===== config.mk =====
export PLATFORM = sky130hd
export DESIGN_NAME = adc_decim_frontend
export DESIGN_NICKNAME = d
export VERILOG_FILES = /design/src/rtl/adc_decim_frontend.sv
export SDC_FILE = /design/constraint.sdc
export NUM_CORES = 1
export LEC_CHECK = 0
export ABC_AREA = 1
export ABC_CLOCK_PERIOD_IN_PS = 1610
export BUFFER_PORTS_ARGS = -buffer_cell sky130_fd_sc_hd__buf_2
export CAP_MARGIN = 20
export CORE_MARGIN = 2
export CORE_UTILIZATION = 45
export CTS_CLUSTER_DIAMETER = 40
export CTS_CLUSTER_SIZE = 16
export DETAILED_ROUTE_END_ITERATION = 7
export PLACE_DENSITY = 0.77
export SYNTH_ARGS = -nofsm -noshare
export SYNTH_HDL_FRONTEND = slang
export SYNTH_SLANG_ARGS = --single-unit

===== constraint.sdc =====
create_clock -name clks -period 1.61 [get_ports clks]
set_input_delay 0.4025 -clock clks [delete_from_list [all_inputs] [get_ports clks]]
set_output_delay 0.4025 -clock clks [all_outputs]
set_load 0.01 [all_outputs]

===== src/rtl/adc_decim_frontend.sv =====
// Dual-channel 12-bit ADC decimator with sign extension and adc_en cadence watchdog.
// Define ADC_DECIM_AVG_EN for boxcar-sum decimation; otherwise the closing sample is picked.
module adc_decim_frontend #(
    parameter int DECIM      = 5,
    parameter bit OFFSET_BIN = 1'b0,
    parameter int MAX_GAP    = 15
) (
    input  logic        clks,
    input  logic        rst,
    input  logic        adc_en,
    input  logic [11:0] ADC_A,
    input  logic [11:0] ADC_B,
    input  logic        resync,
    output logic        data_out_en,
    output logic [15:0] DATA_OUT_A,
    output logic [15:0] DATA_OUT_B,
    output logic        gap_err
);

    localparam int W  = 12 + $clog2(DECIM);
    localparam int PW = $clog2(DECIM);
    localparam int GW = $clog2(MAX_GAP + 2);

    logic signed [11:0] cond_a, cond_b;
    logic [PW-1:0]      phase;
    logic               closing;
    logic [15:0]        res_a, res_b;
    logic               armed;
    logic [GW-1:0]      gap_cnt;

    assign cond_a = {ADC_A[11] ^ OFFSET_BIN, ADC_A[10:0]};
    assign cond_b = {ADC_B[11] ^ OFFSET_BIN, ADC_B[10:0]};

    // A resync in the closing cycle wins: the group is discarded, not emitted.
    assign closing = adc_en && !resync && (phase == PW'(DECIM - 1));

    always_ff @(posedge clks or posedge rst) begin
        if (rst) begin
            phase <= '0;
        end else if (adc_en) begin
            if (resync)       phase <= PW'(1);
            else if (closing) phase <= '0;
            else              phase <= phase + PW'(1);
        end else if (resync) begin
            phase <= '0;
        end
    end

`ifdef ADC_DECIM_AVG_EN
    logic signed [W-1:0] acc_a, acc_b;
    logic signed [W-1:0] sum_a, sum_b;

    // A resync with adc_en makes this sample the first of a fresh group.
    assign sum_a = (resync ? W'(0) : acc_a) + W'(cond_a);
    assign sum_b = (resync ? W'(0) : acc_b) + W'(cond_b);
    assign res_a = 16'(sum_a);
    assign res_b = 16'(sum_b);

    always_ff @(posedge clks or posedge rst) begin
        if (rst) begin
            acc_a <= '0;
            acc_b <= '0;
        end else if (adc_en) begin
            if (closing) begin
                acc_a <= '0;
                acc_b <= '0;
            end else begin
                acc_a <= sum_a;
                acc_b <= sum_b;
            end
        end else if (resync) begin
            acc_a <= '0;
            acc_b <= '0;
        end
    end
`else
    assign res_a = {cond_a, 4'b0000};
    assign res_b = {cond_b, 4'b0000};
`endif

    always_ff @(posedge clks or posedge rst) begin
        if (rst) begin
            data_out_en <= 1'b0;
            DATA_OUT_A  <= '0;
            DATA_OUT_B  <= '0;
        end else begin
            data_out_en <= closing;
            if (closing) begin
                DATA_OUT_A <= res_a;
                DATA_OUT_B <= res_b;
            end
        end
    end

    // Watchdog stays idle until the first sample after reset/resync.
    always_ff @(posedge clks or posedge rst) begin
        if (rst) begin
            armed   <= 1'b0;
            gap_cnt <= '0;
            gap_err <= 1'b0;
        end else if (resync) begin
            armed   <= adc_en;
            gap_cnt <= '0;
            gap_err <= 1'b0;
        end else if (adc_en) begin
            armed   <= 1'b1;
            gap_cnt <= '0;
        end else if (armed && gap_cnt != GW'(MAX_GAP + 1)) begin
            gap_cnt <= gap_cnt + GW'(1);
            if (gap_cnt == GW'(MAX_GAP)) gap_err <= 1'b1;
        end
    end

endmodule


== Word-level counts from Yosys, hierarchy flattened ==
Index checks and enable logic that the tools add are counted.

* Bits of input ports: 28
* Bits in registers: 35
* Output and inout bits: 34
* Logic and storage cells: 35

* Eq/ne operators: 4
* Reductions and logical operators: 9
* Add/sub/neg operators: 2
* Muxes and demuxes: 13

{| class="wikitable"
|+ Operators with widths
! kind !! count
|-
| $mux W5 || 3
|-
| $mux W3 || 4
|-
| $mux W1 || 6
|-
| $reduce_bool A2 Y1 || 3
|-
| $add A5 B1 Y5 const B || 1
|-
| $eq A5 B4 Y1 const B || 1
|-
| $ne A5 B5 Y1 const B || 1
|-
| $add A3 B1 Y3 const B || 1
|-
| $eq A3 B3 Y1 const B || 1
|-
| $logic_and A1 B1 Y1 || 3
|-
| $reduce_and A3 Y1 || 1
|-
| $reduce_bool A3 Y1 || 1
|-
| $ne A2 B1 Y1 const B || 1
|-
| $logic_not A1 Y1 || 1
|}

== Longest topological paths before layout ==
* Depth in word-level cells: 6
* Mapped depth: 8
* Depth with buffers taken out: 8

== Worst setup path before layout ==
Ideal clock, no wire load.

* Path kind: register -> register
* From: reg gap_cnt[0]
* To: reg gap_cnt[4]
* Data required time: 1,497 ps
* Path slack: 431 ps
* Arrival time: 1,066 ps
* Library setup time: 113 ps
* Stages on the path, launching flop included: 8
* Path buffers: 0
* Period minus slack after synthesis: 1,179 ps
* Path through: dfrtp_1 -> ha_1 -> nand2_1 -> nor2_1 -> ha_1 -> nand2_1 -> nand2_1 -> inv_1

* Cells in the longest elaborated chain, start to end: 4
* Elaborated cells between the ends (all ways): 7
* Those cells by class: add/sub: 1; eq/ne: 1; mux: 3; reduce/logical: 2

{| class="wikitable"
|+ RTL lines
! what !! line !! RTL
|-
| start, declared || 29 || <nowiki>logic [GW-1:0] gap_cnt;</nowiki>
|-
| start signal, assigned || 109 || <nowiki>gap_cnt <= gap_cnt + GW'(1);</nowiki>
|-
| $add A5 B1 Y5 || 109 ||
|-
| $mux W5 || 108 || <nowiki>end else if (armed && gap_cnt != GW'(MAX_GAP + 1)) begin</nowiki>
|-
| $mux W5 || 105 || <nowiki>end else if (adc_en) begin</nowiki>
|-
| $mux W5 || 101 || <nowiki>end else if (resync) begin</nowiki>
|}

Parallel ways exist; a longest one is shown, timed or not. The select of a mux whose other input is x is not followed.
A chain may end at the register's enable or synchronous reset.

== Worst setup path in the final report ==
* From: reg phase[0]
* To: reg phase[2]

* Cells in the longest elaborated chain, start to end: 5
* Elaborated cells between the ends (all ways): 6
* Those cells by class: add/sub: 1; eq/ne: 1; mux: 3; reduce/logical: 1

{| class="wikitable"
|+ RTL lines
! what !! line !! RTL
|-
| start, declared || 25 || <nowiki>logic [PW-1:0] phase;</nowiki>
|-
| start signal, assigned || 43 || <nowiki>else phase <= phase + PW'(1);</nowiki>
|-
| parallel branches: the longest is 2 deep, another holds $add A3 B1 Y3 || -- ||
|-
| $mux W3 (*) || 42 || <nowiki>else if (closing) phase <= '0;</nowiki>
|-
| $mux W3 (*) || 41 || <nowiki>if (resync) phase <= PW'(1);</nowiki>
|-
| $mux W3 (*) || 40 || <nowiki>end else if (adc_en) begin</nowiki>
|}

Mark *: on every way between the ends.

==> reports/results.txt <==
FF-to-FF setup slack: 0.26 ns
sequential share of power: 0.479
area taken by multi-input logic gates: 577 um^2
WL per Instance: 10.8 um
n_diodes: 0
Yosys reg bits: 35
syn avg cell area: 8.62 um^2
CTS tree: done
first-pass GRT wire length: 5.34 mm
Setup WS post-layout: 0.259 ns
Seq. cell area: 876 um^2
Critical Path AT: 1.62 ns
met3 usage: 0.0411
status: finished clean
die footprint: 0.00400 mm^2
die width: 63.2 um
Tightest Hold Check Type: input pin to async pin
routing usage on met2: 0.290
Cell variety after synth: 19
worst r2r path cells: 6
drc violations: 0
share of layout cells above drive strength 1: 0.282
GPL Wtd Cong: 0.888
final hold violations: 0
Max Cap Viol: 0
FF-to-FF Start: phase[0]$_DFFE_PP0P_
Max clock buf depth: 2
most used routing layer: met2
synth warn: 0
crit path launch: phase[0]$_DFFE_PP0P_
cts repair resizes: 0
Final ANT Viol Nets: 0
core footprint: 0.00336 mm^2
clk sinks: 35
Starting Density: 0.469
clk_lat worst skew: 0.33 ns
Place WS: 0.226 ns
unrepaired setup endpoints after global routing: false
min Tclk post-route: 1.35 ns
WHS: 0.137 ns
clock network power share: 0.359
Worst setup SP type: flop
Power Density: 1120 mW/mm^2
post-synthesis cell count: 183
Max FO, Critical Path: 14
Max VDD drop: 0.539 mV
CTS root buf: clkbuf_4
H-tree depth: 2
DR iter-0 viols: 59
LEAKAGE: 1.18 nW
Post-Syn Area: 0.00158 mm^2
port bufs: 53
final cycle utilization of the critical path: 0.839
Internal: 1.62 mW
Setup Total Neg Slack: 0 ns
Setup Fix Bufs, Post-CTS: 0
Die Span Y: 63.2 um
GR Util met1: 0.209
total track usage: 0.173
CTS Hold Buffers Added: 0
# setup viols final: 0
Area Overhead vs Synth: 23.9%
number of global-route vias before repair: 1244
initial antenna violation count: 0
sequential share of the synthesized area: 0.555
logic gate share of total power: 0.162
sw frac: 0.259
Crit. End Element: flop
Post-Route WL: 3.10 mm
Final Max Slew Viols: 0
CP Class: flop to flop
DP HPWL: 2.27 mm
site row count: 21
via count: 1319
Critical Path RT: 1.88 ns
I/O Pins: 62
Fill cells: 340
CTS buffer count: 5
DR pass1 iterations: 4
Psw: 0.566 mW
largest net degree at the start of global routing: 36
Via density: 4.60
nets: 273
Reg clk slew, reported paths: 0.11 ns
clock skew: 0.0122 ns
Peak Freq: 740 MHz
Worst R2R End: phase[2]$_DFFE_PP0P_
total grt overflow: 0
## stage by stage
step | power (mW) | instance area, um^2 | instances | utilization
2_1_floorplan | 1.27 | 1600 | 190 | -
3_3_place_gp | 1.42 | 1850 | 279 | 0.550
3_5_place_dp | 1.42 | 1850 | 279 | 0.550
4_1_cts | 2.21 | 1950 | 287 | 0.581
5_1_grt | 2.30 | 1950 | 287 | 0.581
6_report | 2.19 | 1950 | 287 | 0.581
## cells in the final DEF, fill, tap and decap left out
cell type    n
inv_4        1
inv_1       13
nor2_1       6
conb_1       8
bufinv_16    2
inv_2        1
o21ai_0      7
clkbuf_4     5
nand3_1      4
ha_1         5
dfrtp_1     35
nor2_4       1
or2_2        1
nand4_1      2
a21oi_1      4
xor2_1       1
nand3_4      1
nand2_1     88
clkinvlp_4   1
buf_2       53
buf_4        2
## cell usage after synthesis
master   count  area (um^2)
a21oi_1      4         20.0
inv_1       13         48.8
xor2_1       1         8.76
nand3_1      4         20.0
or2_2        1         6.26
buf_2        2         10.0
inv_4        1         6.26
conb_1       1         3.75
ha_1         5         62.6
buf_4        8         60.1
nor2_1       6         22.5
nand3_4      1         17.5
nand4_1      2         12.5
nand2_1     88          330
o21ai_0      7         35.0
inv_2        1         3.75
buf_6        2         22.5
dfrtp_1     35          876
nor2_4       1         11.3
## layout make-up
cell class	count	share of cell area
repair buffers	55	0.143
clock buffers	5	0.0192
flip-flops and latches	35	0.448
inverters	15	0.0301
well taps	46	0.0294
multi-input cells	128	0.295
clock inverters	3	0.0346
## cell families (layout without fill, tap and decap cells)
family | Yosys count | in the layout | share of synthesized area
AND/OR/NAND/NOR | 103 | 103 | 0.266
AO/OA/AOI/OAI | 11 | 11 | 0.0349
flip-flops | 35 | 35 | 0.555
XOR/XNOR | 1 | 1 | 0.00555
other | 1 | 8 | 0.00238
buffers and inverters | 27 | 78 | 0.0960
adder cells (fa/ha/maj) | 5 | 5 | 0.0397
## flip-flops by register name (all words and copies together), names as in the netlist
register	count
data_out_en	1
gap_cnt	5
armed	1
phase	3
gap_err	1
DATA_OUT_A	12
DATA_OUT_B	12
## per-layer routing
metal | up-vias | part of all wire | routed length [um]
met5 | - | 0 | 0
met4 | 0 | 0.010 | 31
met3 | 5 | 0.064 | 197
met2 | 49 | 0.50 | 1560
met1 | 613 | 0.42 | 1310
li1 | 652 | - | -
## worst max-delay path, stage by stage, from the launching register on
cell and delay (ns):
dfrtp_1 0.38, inv_1 0.06, ha_1 0.22, nand3_4 0.18, buf_4 0.23, nand3_1 0.08, o21ai_0 0.14
## worst max-delay path by stage
stage | end | slack (ns) | cells after the start
after CTS | phase[2]$_DFFE_PP0P_ | 0.26 | 6
after global placement | phase[2]$_DFFE_PP0P_ | 0.25 | 6
after global routing | phase[2]$_DFFE_PP0P_ | 0.08 | 6
after floorplan | DATA_OUT_A[10]$_DFFE_PP0P_ | 0.43 | 1
final | phase[2]$_DFFE_PP0P_ | 0.26 | 6
after detailed placement | phase[2]$_DFFE_PP0P_ | 0.23 | 6
## power groups by stage
stage	Clock, mW	Sequential, mW	Combinational [mW]
6_report	0.784	1.05	0.354
5_1_grt	0.831	1.06	0.403
4_1_cts	0.801	1.05	0.361
3_5_place_dp	0	1.06	0.362
3_3_place_gp	0	1.06	0.351
2_1_floorplan	0	1.11	0.160
No activity file was read; power rests on OpenSTA's default activity.
